**src/rtl/hashcheck_initiator.sv**
```systemverilog
// hashcheck_initiator: serialises target-hash loads and candidate checks onto a hash-checker
// handshake. Define HASHCHECK_TIMEOUT_EN to add a resultrdy watchdog with a sticky ERR state.
module hashcheck_initiator #(
    parameter int MAX_HASHES     = 128,
    parameter int TIMEOUT_CYCLES = 64
) (
    input  logic         clk,
    input  logic         rst,
    input  logic         load_valid,
    input  logic [127:0] load_hash,
    output logic         load_ready,
    input  logic         cand_valid,
    input  logic [127:0] cand_hash,
    output logic         cand_ready,
    output logic         newrdy,
    output logic         checkrdy,
    output logic [127:0] hash,
    input  logic         resultrdy,
    input  logic         matchfound,
    output logic         res_valid,
    output logic         res_match,
    output logic [127:0] res_hash,
    output logic [7:0]   loaded_count,
    output logic         full
);

    localparam logic [7:0] MAX_CNT = 8'(MAX_HASHES);

    if (MAX_HASHES < 1 || MAX_HASHES > 255 || TIMEOUT_CYCLES < 1) begin : g_param_check
        $error("hashcheck_initiator: MAX_HASHES must be 1..255 and TIMEOUT_CYCLES >= 1");
    end

`ifdef HASHCHECK_TIMEOUT_EN
    typedef enum logic [2:0] {IDLE, LOAD_REQ, CHECK_REQ, WAIT_RES, DRAIN, ERR} state_t;
`else
    typedef enum logic [2:0] {IDLE, LOAD_REQ, CHECK_REQ, WAIT_RES, DRAIN} state_t;
`endif

    state_t state_q;
    state_t state_d;
    logic   is_check_q;
    logic   res_seen;

    // Only the first resultrdy cycle of a transaction counts; DRAIN absorbs the rest.
    assign res_seen = (state_q == WAIT_RES) && resultrdy;
    assign full     = (loaded_count == MAX_CNT);

`ifdef HASHCHECK_TIMEOUT_EN
    localparam int               TMO_W    = (TIMEOUT_CYCLES > 1) ? $clog2(TIMEOUT_CYCLES) : 1;
    localparam logic [TMO_W-1:0] TMO_LAST = TMO_W'(TIMEOUT_CYCLES - 1);

    logic [TMO_W-1:0] tmo_cnt_q;
    logic             tmo_hit;

    assign tmo_hit = (state_q == WAIT_RES) && !resultrdy && (tmo_cnt_q == TMO_LAST);

    always_ff @(posedge clk or posedge rst) begin
        if (rst) begin
            tmo_cnt_q <= '0;
        end else if ((state_q == WAIT_RES) && !resultrdy) begin
            tmo_cnt_q <= tmo_cnt_q + TMO_W'(1);
        end else begin
            tmo_cnt_q <= '0;
        end
    end
`endif

    always_ff @(posedge clk or posedge rst) begin
        if (rst) begin
            state_q <= IDLE;
        end else begin
            state_q <= state_d;
        end
    end

    always_comb begin
        state_d    = state_q;
        load_ready = 1'b0;
        cand_ready = 1'b0;
        newrdy     = 1'b0;
        checkrdy   = 1'b0;
        case (state_q)
            IDLE: begin
                // Loads win over candidates unless the table is full.
                if (!rst && load_valid && !full) begin
                    load_ready = 1'b1;
                    state_d    = LOAD_REQ;
                end else if (!rst && cand_valid) begin
                    cand_ready = 1'b1;
                    state_d    = CHECK_REQ;
                end
            end
            LOAD_REQ: begin
                newrdy  = 1'b1;
                state_d = WAIT_RES;
            end
            CHECK_REQ: begin
                checkrdy = 1'b1;
                state_d  = WAIT_RES;
            end
            WAIT_RES: begin
                if (resultrdy) begin
                    state_d = DRAIN;
                end
`ifdef HASHCHECK_TIMEOUT_EN
                else if (tmo_hit) begin
                    state_d = ERR;
                end
`endif
            end
            DRAIN: begin
                if (!resultrdy) begin
                    state_d = IDLE;
                end
            end
`ifdef HASHCHECK_TIMEOUT_EN
            ERR: begin
                state_d = ERR;
            end
`endif
            default: begin
                state_d = IDLE;
            end
        endcase
    end

    always_ff @(posedge clk or posedge rst) begin
        if (rst) begin
            hash         <= '0;
            res_hash     <= '0;
            is_check_q   <= 1'b0;
            res_valid    <= 1'b0;
            res_match    <= 1'b0;
            loaded_count <= '0;
        end else begin
            res_valid <= 1'b0;
            if (load_ready) begin
                hash       <= load_hash;
                is_check_q <= 1'b0;
            end else if (cand_ready) begin
                hash       <= cand_hash;
                res_hash   <= cand_hash;
                is_check_q <= 1'b1;
            end
            if (res_seen) begin
                if (is_check_q) begin
                    res_valid <= 1'b1;
                    res_match <= matchfound;
                end else if (!full) begin
                    loaded_count <= loaded_count + 8'd1;
                end
            end
`ifdef HASHCHECK_TIMEOUT_EN
            // A timed-out check still reports, as a miss, on entry to ERR.
            if (tmo_hit && is_check_q) begin
                res_valid <= 1'b1;
                res_match <= 1'b0;
            end
`endif
        end
    end

endmodule

```
**config.mk**
```make
export PLATFORM = sky130hd
export DESIGN_NAME = hashcheck_initiator
export DESIGN_NICKNAME = d
export VERILOG_FILES = /design/src/rtl/hashcheck_initiator.sv
export SDC_FILE = /design/constraint.sdc
export NUM_CORES = 1
export LEC_CHECK = 0
export CAP_MARGIN = 20
export CELL_PAD_IN_SITES_DETAIL_PLACEMENT = 0
export CELL_PAD_IN_SITES_GLOBAL_PLACEMENT = 1
export CORE_AREA = 2 2 208 210
export CTS_CLUSTER_DIAMETER = 150
export DETAILED_ROUTE_END_ITERATION = 8
export DIE_AREA = 0 0 210 212
export PLACE_DENSITY = 0.68
export SKIP_LAST_GASP = 1
export SLEW_MARGIN = 20
export SYNTH_ARGS = -nofsm -noshare
export SYNTH_HDL_FRONTEND = slang
export SYNTH_SLANG_ARGS = --single-unit
```
**constraint.sdc**
```tcl
create_clock -name clk -period 13.8 [get_ports clk]
set_input_delay 4.14 -clock clk [delete_from_list [all_inputs] [get_ports clk]]
set_output_delay 4.14 -clock clk [all_outputs]
set_load 0.005 [all_outputs]
```
== After elaboration in Yosys (flattened, before gate mapping) ==
Index checks and enable logic that the tools add are counted.
W data, S select, Z words.

* Flip-flop bits (word level): 270
* Input port bits: 262
* Output and inout port bits: 271
* Word-level logic and storage cells: 50

* Add/subtract/negate cells: 1
* Equal/unequal tests: 8
* Multiplexer cells: 18
* Bitwise logic cells: 3
* Reductions and logical operators: 13

{| class="wikitable"
|+ Operator list
! cell !! count
|-
| $mux W128 || 2
|-
| $mux W3 || 4
|-
| $pmux W3 S4 || 1
|-
| $mux W1 || 11
|-
| $add A8 B1 Y8 const B || 1
|-
| $eq A8 B8 Y1 const B || 1
|-
| $eq A3 B2 Y1 const B || 2
|-
| $reduce_and A3 Y1 || 2
|-
| $logic_and A1 B1 Y1 || 4
|-
| $ne A2 B2 Y1 const B || 2
|-
| $reduce_and A2 Y1 || 2
|-
| $eq A3 B1 Y1 const B || 1
|-
| $eq A3 B3 Y1 const B || 1
|-
| $logic_not A3 Y1 || 1
|-
| $ne A3 B3 Y1 const B || 1
|-
| $not A1 Y1 || 3
|-
| $logic_not A1 Y1 || 2
|-
| $reduce_bool A2 Y1 || 1
|-
| $reduce_or A2 Y1 || 1
|}

== Logic depth before layout (Yosys ltp) ==
Gate-level depths: netlist of run 1.

* Word-level depth: 7
* Mapped depth: 9
* Gate-level depth less buffers: 7

== Worst setup path before layout of run 1 ==
Ideal clock, no wire load.

* Path type: input-to-output
* Start: input port load_valid
* End: output port cand_ready
* Data arrival time: 5.053 ns
* Data required time: 9.660 ns
* Setup slack: 4.607 ns
* Stages: 5
* Path buffers: 2
* Cells stage by stage: nor2b_1 o21ai_4 and2_1 buf_4 buf_2

* Cells in the longest elaborated chain, start to end: 4

{| class="wikitable"
|+ Ends and longest elaborated chain
! item !! line !! RTL
|-
| start, declared || 9 || <nowiki>input logic load_valid,</nowiki>
|-
| $logic_and A1 B1 Y1 (2 in a row) || 85 || <nowiki>if (!rst && load_valid && !full) begin</nowiki>
|-
| $mux W1 || 85 ||
|-
| $mux W1 || 82 || <nowiki>case (state_q)</nowiki>
|-
| end, declared || 14 || <nowiki>output logic cand_ready,</nowiki>
|}

No other way between the ends.

== Worst setup path in the final report of run 1 ==
* Start: input port rst
* End: output port cand_ready

* Cells in the longest elaborated chain, start to end: 5
* Elaborated cells between the ends (all ways): 7
* Classes of those cells: mux (3); reduce/logical (4)

{| class="wikitable"
|+ Ends and longest elaborated chain
! item !! line !! RTL
|-
| start, declared || 8 || <nowiki>input logic rst,</nowiki>
|-
| $logic_not A1 Y1 (no source line) (*) || -- ||
|-
| $logic_and A1 B1 Y1 (on tied branches) || 88, 85 ||
|-
| $mux W1 / $logic_and A1 B1 Y1 (equally long branches) || 88, 85 ||
|-
| $mux W1 (*) || 85 ||
|-
| $mux W1 (*) || 82 ||
|}

Every way passes the cells marked *; elsewhere a longest branch is shown, timed or not.

==> results of run 1 <==
[power breakdown]
group,total [mW],switching [mW],internal (mW),leakage (nW)
Combinational,1.49,0.486,1.00,3.95
Clock,0.833,0.339,0.494,0.496
Sequential,1.37,0.214,1.16,3.38
[cells by family after synthesis]
kind of cell | count (synthesis) | share of synthesized area [%]
DFF | 270 | 60.28
and+or+nand+nor | 159 | 8.830
AOI/OAI and AO/OA | 139 | 12.28
muxes | 129 | 12.96
buffers and inverters | 76 | 4.956
xor gates and xnor gates | 6 | 0.4689
adders and majority gates | 2 | 0.2232
[metal layers]
layer / vias up / GRT usage, % / wire length (um)
met5: - / 0 / 0
met4: 0 / 7.068 / 1264
met3: 71 / 6.337 / 3817
met2: 427 / 28.64 / 19350
met1: 4473 / 21.90 / 16710
li1: 4038 / - / -
[placed cells by master, fill, tap and decap left out, types with 2 or more instances in the layout]
| cell | n |
|---|---|
| buf_4 | 10 |
| nor2_1 | 5 |
| xnor2_1 | 6 |
| clkbuf_1 | 14 |
| a21oi_1 | 3 |
| ha_1 | 2 |
| nand4_1 | 2 |
| clkdlybuf4s50_1 | 532 |
| dfrtp_1 | 270 |
| nand2_1 | 5 |
| clkinv_2 | 2 |
| clkbuf_8 | 5 |
| nand3_1 | 3 |
| nor2b_1 | 2 |
| nand4b_1 | 2 |
| inv_1 | 5 |
| clkbuf_16 | 35 |
| mux2_2 | 129 |
| a221o_1 | 128 |
| o21ai_0 | 2 |
| diode_2 | 2 |
| and3_1 | 129 |
[worst paths after layout]
kind	cells after the start	slack, ps	endpoint	startpoint
worst min-delay path	1	500	res_hash[57]	res_hash[57]
max in group asynchronous	3	8210	hash[22]	rst
worst min register to register	1	500	res_hash[57]	res_hash[57]
min in group asynchronous	2	4210	res_match	rst
worst max-delay path	6	2810	cand_ready	rst
worst max register to register	9	9290	res_hash[90]	loaded_count[0]
[through the flow]
| stage | instance area (um^2) | instances | worst slack (ps) | hold WS [ps] |
|---|---|---|---|---|
| 6_report | 17820 | 1861 | 2808 | 502.4 |
| 5_1_grt | 17820 | 1861 | 2679 | 513.8 |
| 4_1_cts | 17820 | 1859 | 2730 | 506.5 |
| 3_5_place_dp | 16800 | 1801 | 2742 | 493.5 |
| 3_3_place_gp | 16800 | 1801 | 2778 | 480.5 |
| 2_1_floorplan | 11210 | 781 | 2221 | 480.9 |
[state kept, by name, indices dropped and copies added, names as in the netlist]
name,cells
hash,128
loaded_count,8
res_hash,128
state_q,3
res_match,1
is_check_q,1
res_valid,1
[Yosys cell counts (all sizes together) (2+ instances only)]
library cell / number
nor2: 6
dfrtp: 270
mux2: 129
a221o: 128
ha: 2
inv: 7
nand4: 2
o21ai: 3
xnor2: 6
and3: 129
buf: 44
and2: 3
nand2: 5
clkbuf: 25
nor2b: 2
nand4b: 2
a21oi: 3
nand3: 3
[final cells by class]
class	count	share of cell area [%]
clock inverters	4	0.1474
multi-input cells	435	21.88
flip-flops and latches	270	37.91
well taps	546	3.833
diodes	2	0.02808
repair buffers	543	30.41
inverters	7	0.2036
clock buffers	54	5.595
==> impl_metrics.toml, run 1 <==
[status]
outcome = "finished clean"

[worst_setup_path]
critPathLaunchType = "input port"
worstPathBufferInverterCount = 3
crit_arrival_ps = 6850
slowest_stage = "buf_4"
critPathTopFamily = "buffers and inverters"
slowest_delay_ps = 650
crit_chain = "clkdlybuf4s50_1 -> nor2b_1 -> o21ai_4 -> buf_4 -> and2_4 -> clkdlybuf4s50_1"
cpMostUsedCell = "clkdlybuf4s50_1"
worstSetupPathType = "in -> out"
crit_path_end_kind = "primary output"
cp.required_ps = 9660
path_max_fanout = 88

[synth]
synthesis.nets = 1045
synth_cell_types = 37
yosysTopAreaCell = "dfrtp_1"
ys_ff_latch = 270
ys_seq_area_share_pct = 60.28
synthArstFlopShare_pct = 100.0
yosys_warnings = 0
syn_inst = 781
synth_edf_count = 0
synth_area_leaders = "dfrtp_1 60%, mux2_2 13%, a221o_1 11%, and3_1 7.2%, buf_8 1.3%"
synth_top_area_share_pct = 60.28
synth_area_mm2 = 0.01121
synth_area_per_cell_um2 = 14.35
synth_ff_type = "dfrtp_1"

[pwr]
peakVddDrop_mv = 0.09306
power_mw = 3.694
p_leak_nw = 7.824
cellPowerDensity_mw_per_mm2 = 207.2

[timing]
final.period_utilization_pct = 79.65
fin_setup_tns_ps = 0
slew-limit-headroom_pct = 35.44
setup_viol = 0
worst_slew_pin_slew_ps = 968.4
fin_crit_ps = 10990
rsz0062_at_grt = "false"
finalMaxSlewViolations = 0
fin_worst_skew_ps = 16.56
hold_viol = 0
fmax_mhz = 90.97

[cts]
clk_latency_ps = 520
post_cts_buffers = 0
clock_path_buffers = 3
cts_buffers = 34
cts_tree = "yes"
cts.sinks = 270
hold_buffers = 0
cts_resized = 0
path_clk_slew_ps = 60
h-tree-depth = 2
cts_root_buffer = "clkbuf_16"

[routing]
drt_iter0_drc = 523
drt-total-wl_um = 41150
wl_per_cell_um = 22.11
ant_nets = 0
firstDrtPassIters = 5
drc_errors = 0
routed_via_density = 4.841
vias = 9009

[global_route]
grt_pass1_vias = 9358
grt_pass1_wl_um = 60240
grt_use_total_pct = 17.82
grt_start_max_net_pins = 149
grt_overflow_total = 0
antenna_found_initial = 2

[final_layout]
layout.area.seq_mm2 = 0.006756
multi_input_area_mm2 = 0.003900
fin_nets = 1555
syn2layout_area_growth_pct = 59.03
final_util_pct = 41.93
drive_above_1_share_pct = 14.78
fillers = 3978

[floorplan]
core_mm2 = 0.04251
start_util_pct = 26.37
row_count = 76
dieArea_mm2 = 0.04452
io_pins = 533
die_x_um = 210
die_h_um = 212

[hold_path]
min_path_type = "reg -> reg"

[placed_design]
dpl.hpwl_um = 28270
port-buffer-count = 532
gp_congestion = 0.8574

[flow_run]
cap_violations = 0
(Power assumes the default switching activity.)
==> run 2: changes to the inputs <==
Settings changed: CORE_AREA 2 2 208 210 to 2 2 206 208, DIE_AREA 0 0 210 212 to 0 0 208 210, PLACE_DENSITY 0.68 to 0.72.
Clock period 13.8 ns to 9.6 ns, I/O delays scaled along.
==> run 2 against run 1 <==
  * Hold slack hardly changed
  * Critical path depth stayed put
  * Sequential power is 45% higher
  * Flip-flop and latch count stayed put
  * Clock skew grew 6.1 ps
==> impl_metrics.toml, run 2 (synthesis gave the netlist of run 1 again) <==
[status]
outcome = "finished clean"

[worst_setup_path]
crit_arrival_ps = 4790
cp.required_ps = 6720
slowest_stage = "clkdlybuf4s50_1"
slowest_delay_ps = 510
path_max_fanout = 45
critPathTopFamily = "buffers and inverters"
worstSetupPathType = "in -> out"
cpMostUsedCell = "clkdlybuf4s50_1"
crit_chain = "clkdlybuf4s50_1 -> nor2b_1 -> o211ai_4 -> buf_4 -> inv_4 -> clkdlybuf4s50_1"
crit_path_end_kind = "primary output"
critPathLaunchType = "input port"
worstPathBufferInverterCount = 4

[routing]
top_layer = "met4"
firstDrtPassIters = 5
drt-total-wl_um = 41110
wl_met2_um = 19600
vias = 9050
ant_nets = 0
routed_via_density = 4.879
wl_met3_um = 3811
met1_length_um = 16370
drt_iter0_drc = 554
wl_per_cell_um = 22.16
drc_errors = 0

[global_route]
grt_overflow_total = 0
grt_pass1_vias = 9585
grt_start_max_net_pins = 135
antenna_found_initial = 1
grt_pass1_wl_um = 61330
grt_use_total_pct = 18.29

[final_layout]
mostFrequentLayoutCells = "532 x clkdlybuf4s50_1, 270 x dfrtp_1, 129 x mux2_2, 129 x and3_1, 128 x a221o_1"
syn2layout_area_growth_pct = 59.42
stdcell_area_mm2 = 0.01787
mostFrequentLayoutCell = "clkdlybuf4s50_1"
drive_above_1_share_pct = 15.29
fin_nets = 1559
top_regs = "hash: 128 flops, res_hash: 128 flops, loaded_count: 8 flops"

[timing]
fmax_mhz = 130.4
slew-limit-headroom_pct = 35.04
setup_viol = 0
fin_setup_tns_ps = 0
worst_slew_pin_slew_ps = 974.4
finalMaxSlewViolations = 0
fin_worst_skew_ps = 22.63
rsz0062_at_grt = "false"
final.period_utilization_pct = 79.88
hold_viol = 0
fin_crit_ps = 7669

[pwr]
p_sw_share_pct = 27.95
combPwrFrac_pct = 39.8
seqPwrFrac_pct = 37.2
p_leak_nw = 7.862
p_clk_share_pct = 23.0
peakVddDrop_mv = 0.1362
p_int_mw = 3.846
cellPowerDensity_mw_per_mm2 = 298.7
p_sw_mw = 1.492

[cts]
cts_root_buffer = "clkbuf_16"
cts_buffers = 35
post_cts_buffers = 0
cts_tree = "yes"
clock_path_buffers = 3
h-tree-depth = 2
path_clk_slew_ps = 50
clk_latency_ps = 520
cts.sinks = 270
hold_buffers = 0
cts_resized = 0

[placed_design]
gp_congestion = 0.8124
dpl.hpwl_um = 28090
place_area_mm2 = 0.01681
port-buffer-count = 532

[floorplan]
io_pins = 533
dieArea_mm2 = 0.04368
die_x_um = 208
core_mm2 = 0.04148
start_util_pct = 27.02
row_count = 75
die_h_um = 210

[flow_run]
cap_violations = 0

[hold_path]
min_path_type = "reg -> reg"
==> run 2: final timing paths <==
check                                      from      endpoint  slack, ps  depth (start not counted)
worst max-delay path                        rst    load_ready       1930                          6
worst max register to register  loaded_count[0]      hash[79]       5640                         10
worst min-delay path               res_hash[67]  res_hash[67]        500                          1
max in group asynchronous                   rst  res_hash[22]       5010                          4
worst min register to register     res_hash[67]  res_hash[67]        500                          1
min in group asynchronous                   rst  res_hash[79]       3060                          3
==> run 2: power groups by stage <==
stage	clock (mW)	combinational, mW	sequential (mW)
after floorplan	0	0.732	1.99
after global placement	0	2.13	1.98
after detailed placement	0	2.15	1.99
after CTS	1.27	2.16	1.99
after global routing	1.32	2.27	2.05
final	1.23	2.13	1.98
==> run 2: per-stage QoR <==
stage	worst slack [ps]	hold WS [ps]	power, mW	utilization (%)	cells
final	1931	502.1	5.338	43.08	1855
after global routing	1786	512.0	5.638	43.08	1855
after CTS	1917	502.8	5.421	43.07	1854
after detailed placement	1912	491.3	4.143	40.52	1797
after global placement	1932	484.4	4.115	40.52	1797
after floorplan	2927	480.9	2.722	-	781
==> run 2: cell type report <==
type | count | area, um^2
Antenna cell | 1 | 2.502
Clock buffer | 50 | 992.2
Clock inverter | 7 | 67.56
Fill cell | 3885 | 23610
Inverter | 7 | 32.53
Multi-Input combinational cell | 435 | 3900
Sequential cell | 270 | 6756
Tap cell | 539 | 674.4
Timing Repair Buffer | 546 | 5443
==> run 2: metal layers <==
| metal | vias to the layer above | track usage [%] |
|---|---|---|
| li1 | 4034 | - |
| met1 | 4500 | 21.81 |
| met2 | 443 | 30.03 |
| met3 | 73 | 6.511 |
| met4 | 0 | 7.606 |
| met5 | - | 0 |
==> run 3: changes to the inputs <==
Settings changed: CORE_AREA 2 2 206 208 to 2 2 208 210, DIE_AREA 0 0 208 210 to 0 0 210 212, PLACE_DENSITY 0.72 to 0.68.
Clock period 9.6 ns to 7.9 ns, I/O delays scaled along.
==> run 3 against run 2 <==
  * Setup slack got worse by 670 ps
  * Clock power rose by 30%
  * Register-to-register slack got worse by 870 ps
  * Combinational power rose by 22%
  * Flip-flop and latch count did not move
==> impl_metrics.toml, run 3 (synthesis gave the netlist of run 1 again) <==
[routing]
ant_nets = 0
drt_iter0_drc = 492
wl_per_cell_um = 22.06
vias = 9086
routed_via_density = 4.877
drc_errors = 0
drt-total-wl_um = 41110
firstDrtPassIters = 4

[worst_setup_path]
slowest_stage = "clkdlybuf4s50_1"
worstSetupPathType = "in -> out"
crit_chain = "clkdlybuf4s50_1 -> nor2b_1 -> and2_2 -> and2_4 -> clkdlybuf4s50_1"
worstPathBufferInverterCount = 2
slowest_delay_ps = 630
crit_arrival_ps = 4270
r2r_slack_ps = 4770
cpMostUsedCell = "clkdlybuf4s50_1"
critPathLaunchType = "input port"
cp.required_ps = 5530
critPathTopFamily = "buffers and inverters"
crit_path_end_kind = "primary output"
path_max_fanout = 3

[pwr]
p_int_mw = 4.775
p_sw_share_pct = 27.55
p_clk_share_pct = 24.3
cellPowerDensity_mw_per_mm2 = 366.2
seqPwrFrac_pct = 36.4
peakVddDrop_mv = 0.1584
p_sw_mw = 1.816
combPwrFrac_pct = 39.3
p_leak_nw = 7.909

[placed_design]
place_inst = 1800
gp_congestion = 0.8080
port-buffer-count = 532
place_area_mm2 = 0.01681
dpl.hpwl_um = 27760

[final_layout]
drive_above_1_share_pct = 15.61
mostFrequentLayoutCell = "clkdlybuf4s50_1"
fillers = 3987
stdcell_area_mm2 = 0.01800
mostFrequentLayoutCells = "532 x clkdlybuf4s50_1, 270 x dfrtp_1, 129 x mux2_2, 129 x and3_1, 128 x a221o_1"
top_regs = "hash: 128 flops, res_hash: 128 flops, loaded_count: 8 flops"
fin_nets = 1555
final_cells = 1863
syn2layout_area_growth_pct = 60.56

[global_route]
grt_pass1_wl_um = 60750
grt_start_max_net_pins = 173
grt_use_total_pct = 17.89
antenna_found_initial = 4
grt_pass1_vias = 9478
grt_overflow_total = 0

[floorplan]
row_count = 76
die_x_um = 210
die_h_um = 212
io_pins = 533
start_util_pct = 26.37
dieArea_mm2 = 0.04452
core_mm2 = 0.04251

[timing]
fin_crit_ps = 6636
setup_viol = 0
fin_worst_skew_ps = 18.00
hold_viol = 0
worst_slew_pin_slew_ps = 1146
finalMaxSlewViolations = 0
fin_setup_tns_ps = 0
slew-limit-headroom_pct = 23.62
fmax_mhz = 150.7
final.period_utilization_pct = 84.00
rsz0062_at_grt = "false"

[status]
outcome = "finished clean"

[cts]
cts_buffers = 34
cts_root_buffer = "clkbuf_16"
clock_path_buffers = 3
h-tree-depth = 2
cts.sinks = 270
clk_latency_ps = 520
path_clk_slew_ps = 60
post_cts_buffers = 0
hold_buffers = 0
cts_resized = 0
cts_tree = "yes"

[flow_run]
cap_violations = 0

[hold_path]
min_path_type = "reg -> reg"
-- run 3: cell types whose count changed in the layout (fill, tap and decap cells not counted), sizes merged --
cell | previous run | this run
clkinvlp | 1 | 2
clkinv | 4 | 5
inv | 8 | 7
buf | 14 | 11
bufinv | 1 | 3
clkbuf | 50 | 48
diode | 1 | 4
-- run 3: worst paths after layout --
kind	cells past startpoint	to	from
min in group asynchronous	3	hash[79]	rst
min reg2reg	1	res_hash[111]	res_hash[111]
min	1	res_hash[111]	res_hash[111]
max	5	cand_ready	rst
max in group asynchronous	4	res_hash[1]	rst
max reg2reg	9	hash[38]	loaded_count[0]
-- run 3: worst reg2reg max path, stage by stage, from the launching register on --
cell      delay, ps
dfrtp_1         440
inv_1           120
ha_1            150
or3b_2          540
o211ai_4        230
inv_4            40
buf_4           300
nor2_4          390
buf_4           560
a221o_1         300
-- run 3: power groups by stage --
stage	combinational [mW]	sequential [mW]	clock [mW]
3_3_place_gp	2.60	2.40	0
4_1_cts	2.62	2.41	1.66
6_report	2.59	2.40	1.60
2_1_floorplan	0.889	2.42	0
3_5_place_dp	2.62	2.41	0
5_1_grt	2.77	2.49	1.71
-- run 3: metal layers --
metal / vias up / routed length, um / part of all wire (%) / global-route usage (%)
met5: - / 0 / 0 / 0
met4: 0 / 1502 / 3.7 / 8.486
met1: 4511 / 16390 / 40 / 21.43
li1: 4054 / - / - / -
met2: 450 / 19250 / 47 / 28.64
met3: 71 / 3961 / 9.6 / 6.573
-- run 3: layout make-up --
type	count	area, um^2	share of cell area [%]
Sequential cell	270	6756	37.54
Tap cell	546	683.2	3.796
Clock buffer	48	1025	5.694
Antenna cell	4	10.01	0.05562
Multi-Input combinational cell	435	3900	21.67
Timing Repair Buffer	543	5458	30.33
Clock inverter	10	131.4	0.7300
Inverter	7	32.53	0.1808
-- run 3: metrics by stage --
step	hold WS, ps	power (mW)	util (%)	setup slack (ps)
finish	501.8	6.590	42.34	1264
global route	509.9	6.963	42.34	1136
CTS	504.4	6.690	42.27	1220
detailed placement	493.0	5.026	39.55	1218
global placement	488.5	4.992	39.55	1255
floorplan	480.9	3.308	-	1963
